[config.mk]
export PLATFORM = sky130hd
export DESIGN_NAME = ghost_mode_ctrl
export DESIGN_NICKNAME = d
export VERILOG_FILES = /design/src/rtl/ghost_mode_ctrl.sv
export SDC_FILE = /design/constraint.sdc
export NUM_CORES = 1
export LEC_CHECK = 0
export CAP_MARGIN = 20
export CORE_MARGIN = 5
export CORE_UTILIZATION = 55
export CTS_CLUSTER_DIAMETER = 80
export DETAILED_ROUTE_END_ITERATION = 8
export GPL_TIMING_DRIVEN = 0
export PLACE_DENSITY = 0.75
export SLEW_MARGIN = 20
export SYNTH_ARGS = -nofsm -noshare
export SYNTH_HDL_FRONTEND = slang
export SYNTH_SLANG_ARGS = --single-unit
[constraint.sdc]
create_clock -name clk -period 5.75 [get_ports clk]
set_clock_uncertainty 0.05 [all_clocks]
set_input_delay 0.575 -clock clk [delete_from_list [all_inputs] [get_ports clk]]
set_output_delay 0.575 -clock clk [all_outputs]
set_load 0.01 [all_outputs]
[src/rtl/ghost_mode_ctrl.sv]
// Global ghost-mode sequencer: arcade scatter/chase schedule with a frightened overlay.
// Drives the scatter/chase/frightened targeting flags and the direction-reverse strobe.
module ghost_mode_ctrl #(
  parameter int CNT_W         = 12,
  parameter int SCATTER_LONG  = 420,
  parameter int SCATTER_SHORT = 300,
  parameter int CHASE_LEN     = 1200,
  parameter int FRIGHT_LEN    = 360,
  parameter int FLASH_LEN     = 120
) (
  input  logic       clk,
  input  logic       reset_n,
  input  logic       tick,
  input  logic       run,
  input  logic       level_start,
  input  logic       energizer,
  output logic       isScatter,
  output logic       isChase,
  output logic       isFrightened,
  output logic       frightFlash,
  output logic       reverse,
  output logic [2:0] phase
);

  typedef enum logic {S_IDLE, S_RUN} state_t;

  localparam logic [CNT_W-1:0] L_SL   = CNT_W'(SCATTER_LONG);
  localparam logic [CNT_W-1:0] L_SS   = CNT_W'(SCATTER_SHORT);
  localparam logic [CNT_W-1:0] L_CH   = CNT_W'(CHASE_LEN);
  localparam logic [CNT_W-1:0] L_FR   = CNT_W'(FRIGHT_LEN);
  localparam logic [CNT_W-1:0] L_FL   = CNT_W'(FLASH_LEN);
  localparam logic [CNT_W-1:0] ONE    = CNT_W'(1);
  localparam logic [CNT_W-1:0] ZERO   = '0;
  localparam bit               FR_EN  = (FRIGHT_LEN > 0);

  state_t           r_state, w_state;
  logic [2:0]       r_phase, w_phase;
  logic [CNT_W-1:0] r_phase_cnt, w_phase_cnt;
  logic [CNT_W-1:0] r_fright_cnt, w_fright_cnt;
  logic             r_fright, w_fright;
  logic             r_scatter, r_chase, r_flash, r_reverse;
  logic             w_rev_req, w_qual, w_run;

  // Phase 7 is the unbounded final chase, so it carries no length.
  function automatic logic [CNT_W-1:0] phase_len(input logic [2:0] p);
    case (p)
      3'd0, 3'd2:       phase_len = L_SL;
      3'd4, 3'd6:       phase_len = L_SS;
      3'd1, 3'd3, 3'd5: phase_len = L_CH;
      default:          phase_len = ZERO;
    endcase
  endfunction

  always_comb begin
    w_state      = r_state;
    w_phase      = r_phase;
    w_phase_cnt  = r_phase_cnt;
    w_fright_cnt = r_fright_cnt;
    w_fright     = r_fright;
    w_rev_req    = 1'b0;
    w_qual       = tick & run & (r_state == S_RUN);
    if (level_start) begin
      w_state      = S_RUN;
      w_phase      = 3'd0;
      w_phase_cnt  = L_SL;
      w_fright     = 1'b0;
      w_fright_cnt = ZERO;
    end else if ((r_state == S_RUN) && run && energizer) begin
      // Energizer pre-empts any same-cycle tick, so the phase counter stays put.
      w_rev_req = 1'b1;
      if (FR_EN) begin
        w_fright     = 1'b1;
        w_fright_cnt = L_FR;
      end
    end else if (w_qual) begin
      if (r_fright) begin
        if (r_fright_cnt <= ONE) begin
          w_fright     = 1'b0;
          w_fright_cnt = ZERO;
        end else begin
          w_fright_cnt = r_fright_cnt - ONE;
        end
      end else if (r_phase != 3'd7) begin
        if (r_phase_cnt == ONE) begin
          w_phase     = r_phase + 3'd1;
          w_phase_cnt = phase_len(r_phase + 3'd1);
          w_rev_req   = 1'b1;
        end else if (r_phase_cnt > ONE) begin
          w_phase_cnt = r_phase_cnt - ONE;
        end
      end
    end
  end

  assign w_run = (w_state == S_RUN);

  always_ff @(posedge clk or negedge reset_n) begin
    if (!reset_n) begin
      r_state      <= S_IDLE;
      r_phase      <= 3'd0;
      r_phase_cnt  <= ZERO;
      r_fright_cnt <= ZERO;
      r_fright     <= 1'b0;
      r_scatter    <= 1'b0;
      r_chase      <= 1'b0;
      r_flash      <= 1'b0;
      r_reverse    <= 1'b0;
    end else begin
      r_state      <= w_state;
      r_phase      <= w_phase;
      r_phase_cnt  <= w_phase_cnt;
      r_fright_cnt <= w_fright_cnt;
      r_fright     <= w_fright;
      r_scatter    <= w_run & ~w_fright & ~w_phase[0];
      r_chase      <= w_run & ~w_fright & w_phase[0];
      r_flash      <= w_fright & (w_fright_cnt <= L_FL);
      // Back-to-back requests collapse so the strobe is never two cycles wide.
      r_reverse    <= w_rev_req & ~r_reverse;
    end
  end

  assign isScatter    = r_scatter;
  assign isChase      = r_chase;
  assign isFrightened = r_fright;
  assign frightFlash  = r_flash;
  assign reverse      = r_reverse;
  assign phase        = r_phase;

endmodule

==> impl_metrics.py <==
metrics = {
    "outcome": {
        "run_status": "finished, final reports clean",
    },
    "detailed_routing": {
        "drc": 0,
        "firstDrtPassIters": 4,
        "routed_via_density": 5.92,
        "drtIter0Drc": 119,
        "avgRoutedWirePerCell_um": 15.8,
        "wl_met1_um": 2060,
        "dr_wl_met2_um": 2090,
        "routed-via-count": 1669,
        "postRouteAntennaNets": 0,
        "wl_met3_um": 227,
        "wl_um": 4450,
        "top_layer": "met4",
    },
    "placement": {
        "dp_cells": 275,
        "dp_slack_ns": 3.00,
        "place.port_buffers": 13,
        "place_hpwl_um": 3380,
        "routabilityCongestion": 0.911,
    },
    "cts": {
        "cts_buffers": 5,
        "htreeDepth": 2,
        "cts_tree": "done",
        "clock_latency_ns": 0.29,
        "path_clk_slew_ns": 0.07,
        "clockBufferDepth": 2,
        "clock_sinks": 33,
        "cts-root-buf": "clkbuf_8",
        "cts_resized": 0,
        "hold_buffers": 0,
        "cts_setup_buffers": 0,
    },
    "setup_path": {
        "reg2reg_to": "frightFlash",
        "end_kind": "flip-flop",
        "cp_data_arrival_time_ns": 2.60,
        "start_kind": "primary input",
        "rr_startpoint": "r_fright_cnt[6]",
        "crit_fanout": 5,
        "regToRegSetupSlack_ns": 3.47,
        "rr_worst_depth": 6,
        "cp.required_ns": 5.89,
        "crit_type": "primary input to flip-flop",
    },
    "synthesis": {
        "synth_nets": 230,
        "ys_seq_area_share_pct": 40.1,
        "synth-main-ff-cell": "dfrtp_1",
        "netlist_area_mm2": 0.00206,
        "synth.area.top_cells": "dfrtp_1, ha_1, nor2_1, nor4_4, a21oi_1",
        "ys_warn_count": 0,
        "yosysTopAreaCell": "dfrtp_1",
        "synth_top_area_share_pct": 40.1,
        "ys_ff_latch": 33,
        "syn_inst": 213,
        "synth_edf_count": 0,
        "yosys.cell_types.count": 51,
        "async_flop_share_pct": 100,
        "postSynthAreaPerCell_um2": 9.67,
    },
    "grt": {
        "antenna_found_initial": 0,
        "grt_pass1_vias": 1622,
        "grt_pass1_wl_um": 7740,
        "globalRoute.totalOverflow": 0,
        "grt_usage_pct": 19.3,
        "grt_max_degree": 20,
    },
    "power": {
        "p_total_mw": 0.496,
        "leakagePower_nw": 0.923,
        "irDropWorstVdd_uv": 175,
        "power_density_mw_per_mm2": 211,
    },
    "sta": {
        "slew_violations": 0,
        "setup_ws_ns": 3.28,
        "setup_viol": 0,
        "slew_headroom_pct": 55.3,
        "layout_worst_path_cycle_share_pct": 42.9,
        "timing.final.crit_period_ns": 2.47,
        "rsz0062_at_grt": "false",
        "tns_ns": 0,
        "finalHoldViolCount": 0,
        "worst_slew_pin_slew_ns": 0.664,
        "max_freq_mhz": 405,
    },
    "die": {
        "die_x_um": 71.2,
        "start_util_pct": 56.7,
        "coreArea_mm2": 0.00363,
        "ioPinCount": 14,
        "core.rowCount": 22,
        "die_y_um": 71.2,
        "dieArea_mm2": 0.00507,
    },
    "finish": {
        "nNetsFinal": 251,
        "fillerInstances": 308,
        "area_growth_syn_to_layout_pct": 14.5,
        "drive_gt1_share_pct": 11.5,
        "stdcell_count": 282,
        "multi_input_area_mm2": 0.00118,
        "area.sequential_um2": 826,
        "n_antenna_cell": 0,
        "utilization_pct": 64.9,
    },
    "job": {
        "maxCapViolCount": 0,
    },
    "min_path": {
        "hp-class": "primary input to async pin",
    },
}
## cell usage in the layout (no fill, tap or decap), types with 6 or more instances in the layout
cell type,n
inv_1,12
clkbuf_8,6
o21ai_0,11
nor2_1,25
clkdlybuf4s50_1,12
a21oi_1,13
xnor2_1,6
dfrtp_1,33
nor3_1,7
nand2_1,15
ha_1,11
## worst max-delay path, cell delays in order
cell and delay (ns):
clkdlybuf4s50_1 0.58, nand3_4 0.16, nor4_4 0.39, nand2_1 0.10, o311a_1 0.33, and4_1 0.20, nor4b_2 0.27
## through the flow
stage	hold slack, ns	instance area [µm²]
5_1_grt	0.178	2360
3_5_place_dp	0.370	2270
2_1_floorplan	0.229	2060
6_report	0.153	2360
4_1_cts	0.165	2360
3_3_place_gp	0.374	2250
## flip-flops by register name, summed over array words and instances, names as in the netlist
register and cells:
frightFlash 1, isChase 1, phase 3, isScatter 1
r_phase_cnt 12, r_state 1, isFrightened 1, reverse 1
r_fright_cnt 12
## final cells by class
| type | instances | area share, % |
|---|---|---|
| Clock buffer | 7 | 3.66 |
| Inverter | 12 | 1.91 |
| Buffer | 3 | 0.477 |
| Tap cell | 48 | 2.55 |
| Sequential cell | 33 | 35.0 |
| Timing Repair Buffer | 14 | 6.47 |
| Multi-Input combinational cell | 165 | 49.9 |
## power breakdown
group          internal (mW)  switching, mW
combinational         0.0303         0.0425
sequential             0.239         0.0104
clock                 0.0948         0.0796
## synth_stat cells (all sizes together) (5+ instances only)
master	n
nand3	5
o21ai	12
xnor2	6
a21oi	14
nor2	28
nand2	15
inv	12
dfrtp	33
a211oi	5
nor4	10
ha	11
nor3	8
## logic make-up after synthesis
kind of cell / Yosys count / share of synthesized area, %
buffers and inverters: 15 / 2.73
multiplexers: 2 / 0.972
adder cells (fa/ha/maj): 11 / 6.68
flip-flops: 33 / 40.1
AND/OR/NAND/NOR: 90 / 27.8
AO/OA/AOI/OAI: 53 / 17.9
XOR/XNOR: 9 / 3.83
## layer usage
metal  vias to the layer above  track usage (%)
met5                         -                0
met4                         0             6.47
met3                         7             4.55
met2                        41             29.9
met1                       791             26.6
li1                        830                -
## how the worst max path moves through the flow
stage | from | end | slack, ns | cells after the start
after floorplan | phase[0] | r_phase_cnt[11] | 3.70 | 7
after global placement | run | frightFlash | 3.05 | 7
after detailed placement | run | frightFlash | 3.00 | 7
after CTS | run | frightFlash | 3.29 | 7
after global routing | run | frightFlash | 3.20 | 7
final | run | frightFlash | 3.28 | 7
No activity file was read; power rests on OpenSTA's default activity.
